<file path="config.mk">
export PLATFORM = sky130hd
export DESIGN_NAME = lram_writer
export DESIGN_NICKNAME = d
export VERILOG_FILES = /design/src/rtl/lram_writer.sv
export SDC_FILE = /design/constraint.sdc
export NUM_CORES = 1
export LEC_CHECK = 0
export ABC_CLOCK_PERIOD_IN_PS = 5200
export CAP_MARGIN = 25
export CORE_MARGIN = 3
export CORE_UTILIZATION = 50
export CTS_BUF_LIST = sky130_fd_sc_hd__clkbuf_4
export DETAILED_ROUTE_END_ITERATION = 8
export PLACE_DENSITY = 0.69
export SYNTH_ARGS = -nofsm -noshare
export SYNTH_HDL_FRONTEND = slang
export SYNTH_SLANG_ARGS = --single-unit
</file>
<file path="constraint.sdc">
create_clock -name clock -period 5.2 [get_ports clock]
set_input_delay 0.52 -clock clock [delete_from_list [all_inputs] [get_ports clock]]
set_output_delay 0.52 -clock clock [all_outputs]
set_load 0.02 [all_outputs]
</file>
<file path="src/rtl/lram_writer.sv">
// lram_writer: 64x8 LUT RAM writer with full-memory clear sweep and write counter.
// Define LRAM_WRITER_READBACK_EN to add a one-cycle readback check after every accepted write.
module lram_writer #(
    parameter logic [7:0] CLEAR_VAL = 8'h00
) (
    input  logic        clock,
    input  logic        reset,
    input  logic        clear,
    input  logic        in_valid,
    output logic        in_ready,
    input  logic [5:0]  in_addr,
    input  logic [7:0]  in_data,
    input  logic [5:0]  rd_addr,
    output logic [7:0]  rd_data,
    output logic        busy,
    output logic        clear_done,
    output logic [15:0] wr_count,
    output logic        err
);
`ifdef LRAM_WRITER_READBACK_EN
    typedef enum logic [1:0] {IDLE, CLEAR, CHECK} state_t;
    logic [5:0] cap_addr;
    logic [7:0] cap_data;
`else
    typedef enum logic [1:0] {IDLE, CLEAR} state_t;
    assign err = 1'b0;
`endif
    state_t     state;
    logic [5:0] cnt;
    logic [7:0] mem [64];
    logic       hs;
    logic       we;
    logic [5:0] wa;
    logic [7:0] wd;

    // Gating with reset keeps the port closed while the block is held in reset.
    assign in_ready = reset && state == IDLE && !clear;
    assign hs       = in_valid && in_ready;
    assign busy     = state != IDLE;
    assign rd_data  = mem[rd_addr];

    always_comb begin
        we = hs || state == CLEAR;
        wa = state == CLEAR ? cnt : in_addr;
        wd = state == CLEAR ? CLEAR_VAL : in_data;
    end

    always_ff @(posedge clock) begin
        if (we) mem[wa] <= wd;
    end

    always_ff @(posedge clock or negedge reset) begin
        if (!reset) begin
            state      <= IDLE;
            cnt        <= 6'd0;
            wr_count   <= 16'd0;
            clear_done <= 1'b0;
`ifdef LRAM_WRITER_READBACK_EN
            err        <= 1'b0;
            cap_addr   <= 6'd0;
            cap_data   <= 8'd0;
`endif
        end else begin
            clear_done <= 1'b0;
            if (hs) wr_count <= wr_count + 16'd1;
            case (state)
                IDLE: begin
                    if (clear) begin
                        state <= CLEAR;
                        cnt   <= 6'd0;
                    end
`ifdef LRAM_WRITER_READBACK_EN
                    else if (hs) begin
                        state    <= CHECK;
                        cap_addr <= in_addr;
                        cap_data <= in_data;
                    end
`endif
                end
                CLEAR: begin
                    cnt <= cnt + 6'd1;
                    if (cnt == 6'd63) begin
                        state      <= IDLE;
                        clear_done <= 1'b1;
                    end
                end
`ifdef LRAM_WRITER_READBACK_EN
                CHECK: begin
                    if (mem[cap_addr] != cap_data) err <= 1'b1;
                    state <= IDLE;
                end
`endif
                default: state <= IDLE;
            endcase
        end
    end
endmodule
</file>
==> metrics.md, run 1 <==
| Metric | Value |
|---|---|
| Hold Slack | `0.193 ns` |
| Initial core utilization | `51.2%` |
| Post-DRT Antenna Nets | `0` |
| Worst-path fanout max | `15` |
| Hold buffer count at CTS | `0` |
| RSZ-0062 raised after global routing | `no` |
| Status | `completed` |
| Initial antenna violation count | `2` |
| Max Cap Violations | `0` |
| Distinct cells, synth | `47` |
| Psw | `~2.5 mW` |
| TritonCTS clock tree | `done` |
| Post-synthesis cell area | `21100 µm²` |
| Sequential share of the synthesized area | `between 70% and 80%` |
| Largest buffer count on any clock path | `3` |
| Row count | `74` |
| Share of total power in the clock network | `36.5%` |
| Reg clk slew, reported paths | `0.06 ns` |
| Ports | `52` |
| Switching Share | `between 20% and 30%` |
| DR vias | `10764` |
| Fmax | `238 MHz` |
| PortBufs | `50` |
| DRT Wirelength | `45600 µm` |
| Layout Nets | `1233` |
| TritonCTS buffer count | `between 100 and 150` |
| Asr flop ratio synth | `4.48%` |
| Leakage power | `8.02 nW` |
| Clk_lat worst skew | `0.83 ns` |
| Area grow syn2layout | `13.7%` |
| Setup violators final | `0` |
| Crit path kind | `input pin to output port` |
| Number of global-route vias before repair | `11054` |
| Synth Flop Type | `edfxtp_1` |
| Iter 0 DRT Violations | `980` |
| Slew @ Worst Pin | `0.922 ns` |
| Pwr Density | `~400 nW/µm²` |
| Avg Inst Size Synth | `20.2 µm²` |
| Synth Net Count | `~1100` |
| Global-route wire length before repair | `67900 µm` |
| CP max-delay cell | `clkdlybuf4s50_1` |
| #FFs+latches synth | `roughly 540` |
| Largest net degree at the start of global routing | `between 60 and 70` |
| Most frequent cells in the layout | `512 x edfxtp_1, 196 x clkbuf_4, 117 x mux4_2, 88 x nor2_1, 47 x clkdlybuf4s50_1` |
| Die height | `212 µm` |
| Gr usage total | `20.8%` |
| Core Area | `41300 µm²` |
| Fin crit period | `4.19 ns` |
| Worst EP arrival | `3.67 ns` |
| CP Cell Sequence | `clkdlybuf4s50_1 > buf_4 > nor2b_1 > a211oi_1 > a221o_1 > o41ai_1 > clkdlybuf4s50_1` |
| Max-slew headroom | `38.5%` |
| Worst hold path type | `input pin to async pin` |
| Fin cells | `1843` |
| Worst IR Drop VDD | `0.221 mV` |
| Pre-Repair DR Iteration Count | `5` |
| Setup TNS | `0 ns` |
| Fraction of layout cells with a size suffix above 1 | `between 20% and 30%` |
| Setup Fix Bufs, Post-CTS | `0` |
| Gpl congestion | `0.927` |
| Hold Violations, Final | `0` |
| Clock root cell | `clkbuf_4` |
| CTS H-tree lvls | `4` |
| Reg2Reg Depth | `7` |
| Number of synthesized flops with an enable pin | `512` |
| Die Area | `44800 µm²` |
| Final HPWL DP | `27500 µm` |
| Wirelength per Cell | `24.8 µm` |
| Clock sinks | `between 500 and 600` |
| Finished Core Util | `between 50 and 60%` |
| Most common cell after layout, fill and taps aside | `edfxtp_1` |
| Gate count after technology mapping | `1049` |
| Clock Skew | `0.0465 ns` |
| Total power | `9.88 mW` |
| Slew Limit Fails | `0` |
| Total gr overflow | `0` |
| Largest stage delay, worst path | `0.94 ns` |
| WP data required | `4.68 ns` |
| Sequential group share of total power | `52.2%` |
| Die width | `212 µm` |
| DRC Markers | `0` |
| Fin crit share | `about four fifths` |
| Internal | `roughly 7.4 mW` |
| Yosys synthesis warning count | `0` |
| Worst Setup Start Kind | `input pin` |
| CP endpoint kind | `output port` |
| Post-placement cell count | `1598` |
| CP most frequent cell | `clkdlybuf4s50_1` |
| Detail-routed via count per cell | `5.84` |
| Combinational share of power | `11.4%` |
| Post-CTS Resized | `0` |
cell families after synthesis:
logic type / synth area share [%]
other cells: 0.0177
flops: 75.5
compound gates: 3.21
fa+ha+maj: 0.118
mux: 15.1
buf+inv: 1.64
simple gates: 3.68
xor+xnor: 0.704
cell usage after synthesis (13+ instances only):
cell,instances,area [µm²]
clkbuf_1,14,52.6
mux4_2,117,2640
nand3_1,16,80.1
nor2_1,88,330
nand2_1,38,143
mux2i_1,31,310
nor2b_1,17,106
buf_4,13,97.6
edfxtp_1,512,15400
buf_2,20,100
dfrtp_1,24,601
a21oi_1,15,75.1
a211oi_1,14,105
critical path, delay by kind of cell:
family | cells | cell delay (ns)
compound gates | 3 | 0.68
buf+inv | 3 | 1.97
simple gates | 1 | 0.48
power groups by stage:
stage,logic (mW),clock network (mW),registers (mW)
3_5_place_dp,1.12,0,5.25
5_1_grt,1.19,3.95,5.18
2_1_floorplan,0.697,0,5.20
6_report,1.12,3.60,5.16
3_3_place_gp,1.11,0,5.23
4_1_cts,1.12,3.69,5.16
metal layers:
layer	track usage (%)	vias to the layer above	routed length [µm]
met5	0	-	0
met3	6.48	64	3970
met4	7.04	0	988
li1	-	4717	-
met1	28.9	5522	18900
met2	32.0	461	21800
flip-flops by register name, indices dropped and copies added (netlist names):
| signal | flops |
|---|---|
| cnt | 6 |
| wr_count | 16 |
| clear_done | 1 |
| mem | 512 |
| state | 1 |
final timing paths:
kind / startpoint / endpoint / slack (ns)
setup / recovery: rd_addr[4] / rd_data[2] / 1.01
hold / removal: reset / wr_count[2]$_DFFE_PN0P_ / 0.19
setup reg to reg: state[0]$_DFFE_PN0P_ / mem[28][2]$_DFFE_PP_ / 1.65
hold reg to reg: wr_count[15]$_DFFE_PN0P_ / wr_count[15]$_DFFE_PN0P_ / 0.47
max in group asynchronous: reset / cnt[1]$_DFFE_PN0P_ / 4.75
min in group clock: clear / cnt[4]$_DFFE_PN0P_ / 0.47
cell type report:
class	count	area, µm²
Tap cell	532	666
Inverter	7	26.3
Clock buffer	196	1470
Multi-Input combinational cell	451	4880
Fill cell	3087	17300
Timing Repair Buffer	72	691
Antenna cell	2	5.00
Sequential cell	536	16000
Clock inverter	47	319
per-stage QoR:
step	cell area, µm²	worst slack (ns)
2_1_floorplan	21100	2.05
3_3_place_gp	22200	1.06
3_5_place_dp	22200	0.992
4_1_cts	24000	0.986
5_1_grt	24000	0.821
6_report	24000	1.01
Power figures use the tool's default switching activity.
==> inputs of run 2 (changes only) <==
- ABC_CLOCK_PERIOD_IN_PS: 5200 -> 4100
- clock period: 5.2 -> 4.1 ns (I/O delays scaled with it)
==> run 2 against run 1 <==
Clock power increased by 25%. Sequential power rose by 27%. Die area stayed put. Power up 26%. Critical endpoint is now rd_data[3]. Largest power group unchanged.
==> metrics.md, run 2 (synthesis gave the netlist of run 1 again) <==
| Metric | Value |
|---|---|
| Initial antenna violation count | `2 (unchanged)` |
| Total gr overflow | `0 (unchanged)` |
| Row count | `74 (unchanged)` |
| TritonCTS buffer count | `136 (-2.2%)` |
| Clock root cell | `clkbuf_4` |
| Gr usage total | `21.5% (+0.65 points)` |
| Pre-Repair DR Iteration Count | `7 (+2)` |
| Reg2Reg Depth | `5 (-2)` |
| Most common cell after layout, fill and taps aside | `edfxtp_1` |
| RSZ-0062 raised after global routing | `no` |
| Wire length on met1 | `19200 µm (+1.4%)` |
| Clk_lat worst skew | `0.85 ns (+0.02 ns)` |
| CP max-delay cell | `clkdlybuf4s50_1` |
| Iter 0 DRT Violations | `1235 (+26%)` |
| CP Cell Sequence | `mux4_2 > mux2_2 > a21oi_1 > o21ai_1 > a22o_1 > clkdlybuf4s50_1` |
| WHS Path Cells | `2` |
| Fraction of layout cells with a size suffix above 1 | `30.1% (+1.5 points)` |
| Met3 Routed Length | `3690 µm (-7.2%)` |
| TritonCTS clock tree | `done` |
| Post-placement cell count | `1623 (+1.6%)` |
| Worst Setup Start Kind | `register` |
| Clock Skew | `0.0454 ns (-0.00110 ns)` |
| Worst EP arrival | `3.23 ns (-0.44 ns)` |
| Sequential cell area | `16000 µm² (unchanged)` |
| Largest net degree at the start of global routing | `65 (-3.0%)` |
| Gpl congestion | `0.881 (-5.0%)` |
| Met2 Routed Length | `22900 µm (+5.0%)` |
| Reg2reg end | `mem[42][4]$_DFFE_PP_` |
| Crit path max-delay family | `multiplexers` |
| Pwr Density | `516 nW/µm² (+26%)` |
| Setup violators final | `0 (unchanged)` |
| Largest registers | `mem: 512 flops, wr_count: 16 flops, cnt: 6 flops` |
| Fin crit share | `88.8%` |
| Worst R2R Start | `state[0]$_DFFE_PN0P_` |
| Layout Nets | `1256 (+1.9%)` |
| Multi-input gate area | `4880 µm² (unchanged)` |
| HP Start | `clear` |
| Leakage power | `8.12 nW (+1.4%)` |
| Slew Limit Fails | `0 (unchanged)` |
| Crit path kind | `register to output port` |
| CP endpoint kind | `output port` |
| Detail-routed via count per cell | `5.96 (+2.0%)` |
| Worst hold endpoint | `cnt[1]$_DFFE_PN0P_` |
| Largest buffer count on any clock path | `3 (unchanged)` |
| CTS H-tree lvls | `4 (unchanged)` |
| Hold Violations, Final | `0 (unchanged)` |
| Worst-path fanout max | `1 (-14)` |
| Initial core utilization | `51.2% (unchanged)` |
| WP data required | `3.69 ns (-0.99 ns)` |
| Die Area | `44800 µm² (unchanged)` |
| Die width | `212 µm (unchanged)` |
| Worst hold path type | `input pin to register` |
| Fill cells | `3056 (-1.0%)` |
| Setup TNS | `0 ns (unchanged)` |
| Fin crit period | `~3.6 ns` |
| Final HPWL DP | `29400 µm (+6.8%)` |
| Wirelength per Cell | `25.3 µm (+2.4%)` |
| Clock sinks | `536 (unchanged)` |
| Fmax | `275 MHz` |
| PortBufs | `50 (unchanged)` |
| Max-slew headroom | `36.3% (-2.2 points)` |
| Max FFs per register | `512 (unchanged)` |
| Most frequent cells in the layout | `512 x edfxtp_1, 196 x clkbuf_4, 117 x mux4_2, 88 x nor2_1, 47 x clkdlybuf4s50_1` |
| Area grow syn2layout | `14.4%` |
| Ports | `52 (unchanged)` |
| Top sig layer | `met5` |
| Global-route wire length before repair | `70400 µm (+3.7%)` |
| Max Cap Violations | `0 (unchanged)` |
| Core Area | `41300 µm² (unchanged)` |
| Number of global-route vias before repair | `11290 (+2.1%)` |
| CP bufs+invs | `1 (-2)` |
| Finished Core Util | `58.6% (+0.35 points)` |
| Reg clk slew, reported paths | `0.06 ns (about the same)` |
| Total power | `12.5 mW (+26%)` |
| Setup Fix Bufs, Post-CTS | `0 (unchanged)` |
| Largest stage delay, worst path | `0.57 ns (-0.37 ns)` |
| Post-DRT Antenna Nets | `0 (unchanged)` |
| DRC Markers | `0 (unchanged)` |
| DR vias | `10989 (+2.1%)` |
| Worst IR Drop VDD | `0.278 mV (+26%)` |
| Largest Register | `mem` |
| Fin cells | `1844 (+0.054%)` |
| Flop2flop setup slack | `0.86 ns (-0.79 ns)` |
| DRT Wirelength | `46700 µm (+2.4%)` |
| Slew @ Worst Pin | `0.953 ns (+0.0309 ns)` |
| Status | `completed` |
| Die height | `212 µm (unchanged)` |
[run 2: changes by cell type in the layout (fill, tap and decap cells not counted)]
| cell | change |
|---|---|
| buf_4 | +22 |
| clkinv_1 | -19 |
| buf_12 | +3 |
| clkinv_2 | -3 |
| clkinv_4 | -2 |
| bufinv_16 | +1 |
| clkinvlp_4 | -1 |
| diode_2 | -1 |
| dlygate4sd3_1 | +1 |
| inv_2 | +1 |
| inv_6 | -1 |
[run 2: worst max-delay path by stage]
stage | startpoint | end | slack, ns | depth (start not counted)
2_1_floorplan | state[0]$_DFFE_PN0P_ | mem[0][3]$_DFFE_PP_ | 0.95 | 4
3_3_place_gp | clear | mem[42][2]$_DFFE_PP_ | 0.46 | 6
3_5_place_dp | clear | mem[26][7]$_DFFE_PP_ | 0.44 | 6
4_1_cts | mem[18][3]$_DFFE_PP_ | rd_data[3] | 0.43 | 6
5_1_grt | mem[22][3]$_DFFE_PP_ | rd_data[3] | 0.31 | 6
6_report | mem[22][3]$_DFFE_PP_ | rd_data[3] | 0.46 | 6
[run 2: power breakdown]
group	internal [mW]	switching (mW)
clock	2.48	2.01
combinational	0.462	0.987
sequential	6.42	0.117
total	9.36	3.12
[run 2: final cells by class]
| type | instances | share of cell area, % |
|---|---|---|
| antenna | 1 | 0.0103 |
| sequential | 536 | 66.1 |
| clock inverter | 23 | 0.962 |
| tap | 532 | 2.75 |
| inverter | 7 | 0.109 |
| multi-input combinational | 451 | 20.2 |
| clock buffer | 196 | 6.08 |
| timing repair buffer | 98 | 3.83 |
[run 2: repair_timing]
action,CTS,global route
endpoints found under the hold margin,24,0
hold buffers,1,0
gates resized for setup,0,0
[run 2: stage by stage]
step                setup WS, ns  area, µm²  hold slack, ns
detailed placement         0.444      22500           0.467
global route               0.309      24200           0.268
floorplan                  0.946      21100           0.114
finish                     0.459      24200           0.302
CTS                        0.429      24200           0.255
global placement           0.462      22500           0.464
[run 2: metal layers]
| layer | vias to the layer above | global-route usage, % |
|---|---|---|
| li1 | 4765 | - |
| met1 | 5673 | 29.7 |
| met2 | 484 | 33.7 |
| met3 | 65 | 5.63 |
| met4 | 2 | 7.51 |
| met5 | - | 0 |
==> inputs of run 3 (changes only) <==
- MAX_ROUTING_LAYER: unset -> met4
==> run 3 against run 2 <==
Combinational power about the same. Routed wire length down 0.11%. Largest power group unchanged. Design area hardly changed. Clock-buffer cell count did not move. Global-route usage rose by 0.70 points. Sequential power barely moved. Final cell count about the same. Clock skew rose by 0.0050 ns. Register-to-register slack better by 0.05 ns.
==> metrics.md, run 3 (synthesis gave the netlist of run 1 again) <==
| Metric | Value |
|---|---|
| Post-CTS Resized | `0 (unchanged)` |
| TritonCTS clock tree | `done` |
| Max FFs per register | `512 (unchanged)` |
| Pre-CTS WS | `0.444 ns (unchanged)` |
| WHS Path Cells | `2 (unchanged)` |
| Worst Setup Start Kind | `register` |
| Largest stage delay, worst path | `0.57 ns (about the same)` |
| Core Area | `41300 µm² (unchanged)` |
| DRT Wirelength | `46700 µm (-0.11%)` |
| Reg clk slew, reported paths | `0.06 ns (about the same)` |
| Setup TNS | `0 ns (unchanged)` |
| CTS H-tree lvls | `4 (unchanged)` |
| Clock Skew | `0.0504 ns (+0.00497 ns)` |
| Gr usage total | `22.2% (+0.70 points)` |
| Slew @ Worst Pin | `0.974 ns (+0.0209 ns)` |
| Most common cell after layout, fill and taps aside | `edfxtp_1` |
| Iter 0 DRT Violations | `1165 (-5.7%)` |
| Reg2Reg Depth | `5 (unchanged)` |
| Clock root cell | `clkbuf_4` |
| Wirelength per Cell | `25.3 µm (-0.17%)` |
| WP data required | `3.69 ns (about the same)` |
| Worst hold endpoint | `cnt[1]$_DFFE_PN0P_` |
| Worst R2R Start | `state[0]$_DFFE_PN0P_` |
| Setup violators final | `0 (unchanged)` |
| Die height | `212 µm (unchanged)` |
| Largest Register | `mem` |
| CP bufs+invs | `1 (unchanged)` |
| DR vias | `10981 (-0.073%)` |
| HP Start | `clear` |
| Die Area | `44800 µm² (unchanged)` |
| Largest registers | `mem: 512 flops, wr_count: 16 flops, cnt: 6 flops` |
| PortBufs | `50 (unchanged)` |
| Flop2flop setup slack | `0.91 ns (+0.05 ns)` |
| Worst hold path type | `input pin to register` |
| Clk_lat worst skew | `0.85 ns (about the same)` |
| Fin crit period | `3.62 ns (-0.0232 ns)` |
| TritonCTS buffer count | `136 (unchanged)` |
| CP max-delay cell | `clkdlybuf4s50_1` |
| Fill cells | `3055 (-0.033%)` |
| Ports | `52 (unchanged)` |
| CP endpoint kind | `output port` |
| Status | `completed` |
| CP Cell Sequence | `mux4_2 > mux2_2 > a21oi_1 > o21ai_1 > a22o_1 > clkdlybuf4s50_1` |
| Final WS setup | `0.482 ns (+0.0232 ns)` |
| Pwr Density | `516 nW/µm² (about the same)` |
| Die width | `212 µm (unchanged)` |
| Setup Fix Bufs, Post-CTS | `0 (unchanged)` |
| Clock sinks | `536 (unchanged)` |
| Gpl congestion | `0.896 (+1.7%)` |
| Initial antenna violation count | `2 (unchanged)` |
| Largest net degree at the start of global routing | `65 (unchanged)` |
| Fraction of layout cells with a size suffix above 1 | `30.1% (unchanged)` |
| Crit path kind | `register to output port` |
| Row count | `74 (unchanged)` |
| Initial core utilization | `51.2% (unchanged)` |
| Final HPWL DP | `29400 µm (unchanged)` |
| Reg2reg end | `mem[42][4]$_DFFE_PP_` |
| Area grow syn2layout | `14.4% (about the same)` |
| Crit path max-delay family | `multiplexers` |
| Leakage power | `8.12 nW (unchanged)` |
| Detail-routed via count per cell | `5.95 (-0.13%)` |
| Worst IR Drop VDD | `0.277 mV (-0.34%)` |
| Max-slew headroom | `34.8% (-1.5 points)` |
| Fmax | `276 MHz (+0.64%)` |
| Hold Violations, Final | `0 (unchanged)` |
| Total gr overflow | `0 (unchanged)` |
| Post-DRT Antenna Nets | `0 (unchanged)` |
| Max Cap Violations | `0 (unchanged)` |
| Worst EP arrival | `3.21 ns (-0.02 ns)` |
| Finished Core Util | `58.6% (about the same)` |
| DRC Markers | `0 (unchanged)` |
| Worst-path fanout max | `1 (unchanged)` |
| Number of global-route vias before repair | `11282 (-0.071%)` |
| Pre-Repair DR Iteration Count | `7 (unchanged)` |
| Largest buffer count on any clock path | `3 (unchanged)` |
| Slew Limit Fails | `0 (unchanged)` |
| Most frequent cells in the layout | `512 x edfxtp_1, 196 x clkbuf_4, 117 x mux4_2, 88 x nor2_1, 47 x clkdlybuf4s50_1` |
| RSZ-0062 raised after global routing | `no` |
| Layout Nets | `1256 (unchanged)` |
| Fin crit share | `88.2% (-0.57 points)` |
| Global-route wire length before repair | `70400 µm (about the same)` |
-- run 3: power by group --
group	internal (mW)	switching [mW]
clock	2.48	2.02
sequential	6.42	0.118
combinational	0.462	0.988
-- run 3: how the worst max path moves through the flow --
stage                                 endpoint  slack [ns]  cells past startpoint            startpoint
after detailed placement  mem[26][7]$_DFFE_PP_        0.44                      6                 clear
after global routing                rd_data[3]        0.30                      6  mem[22][3]$_DFFE_PP_
after CTS                           rd_data[3]        0.43                      6  mem[18][3]$_DFFE_PP_
after global placement    mem[42][2]$_DFFE_PP_        0.46                      6                 clear
final                               rd_data[3]        0.48                      6  mem[22][3]$_DFFE_PP_
after floorplan            mem[0][3]$_DFFE_PP_        0.95                      4  state[0]$_DFFE_PN0P_
-- run 3: final cells by class --
cell class                 count  area, µm²  share of cell area [%]
tap                          532        666                    2.75
timing repair buffer          98        926                    3.83
inverter                       7       26.3                   0.109
multi-input combinational    451       4880                    20.2
sequential                   536      16000                    66.0
clock inverter                23        233                   0.962
antenna                        2       5.00                  0.0207
clock buffer                 196       1470                    6.08
-- run 3: routing by layer --
| layer | global-route usage, % | part of all wire (%) | vias to the layer above |
|---|---|---|---|
| li1 | - | - | 4762 |
| met1 | 30.2 | 42 | 5658 |
| met2 | 33.7 | 49 | 502 |
| met3 | 5.33 | 7.8 | 59 |
| met4 | 7.04 | 2.0 | 0 |
| met5 | - | 0 | - |
-- run 3: repair_timing --
action / in CTS / in global routing
endpoints found under the hold margin: 24 / 0
hold buffers: 1 / 0
endpoints found under the setup margin: 0 / 0
-- run 3: through the flow --
stage               instances  hold slack (ns)  power, mW  instance area [µm²]
floorplan                1049            0.114       7.48                21100
global placement         1623            0.464       8.07                22500
detailed placement       1623            0.467       8.10                22500
CTS                      1843            0.255       12.6                24200
global route             1845            0.268       13.0                24200
finish                   1845            0.303       12.5                24200
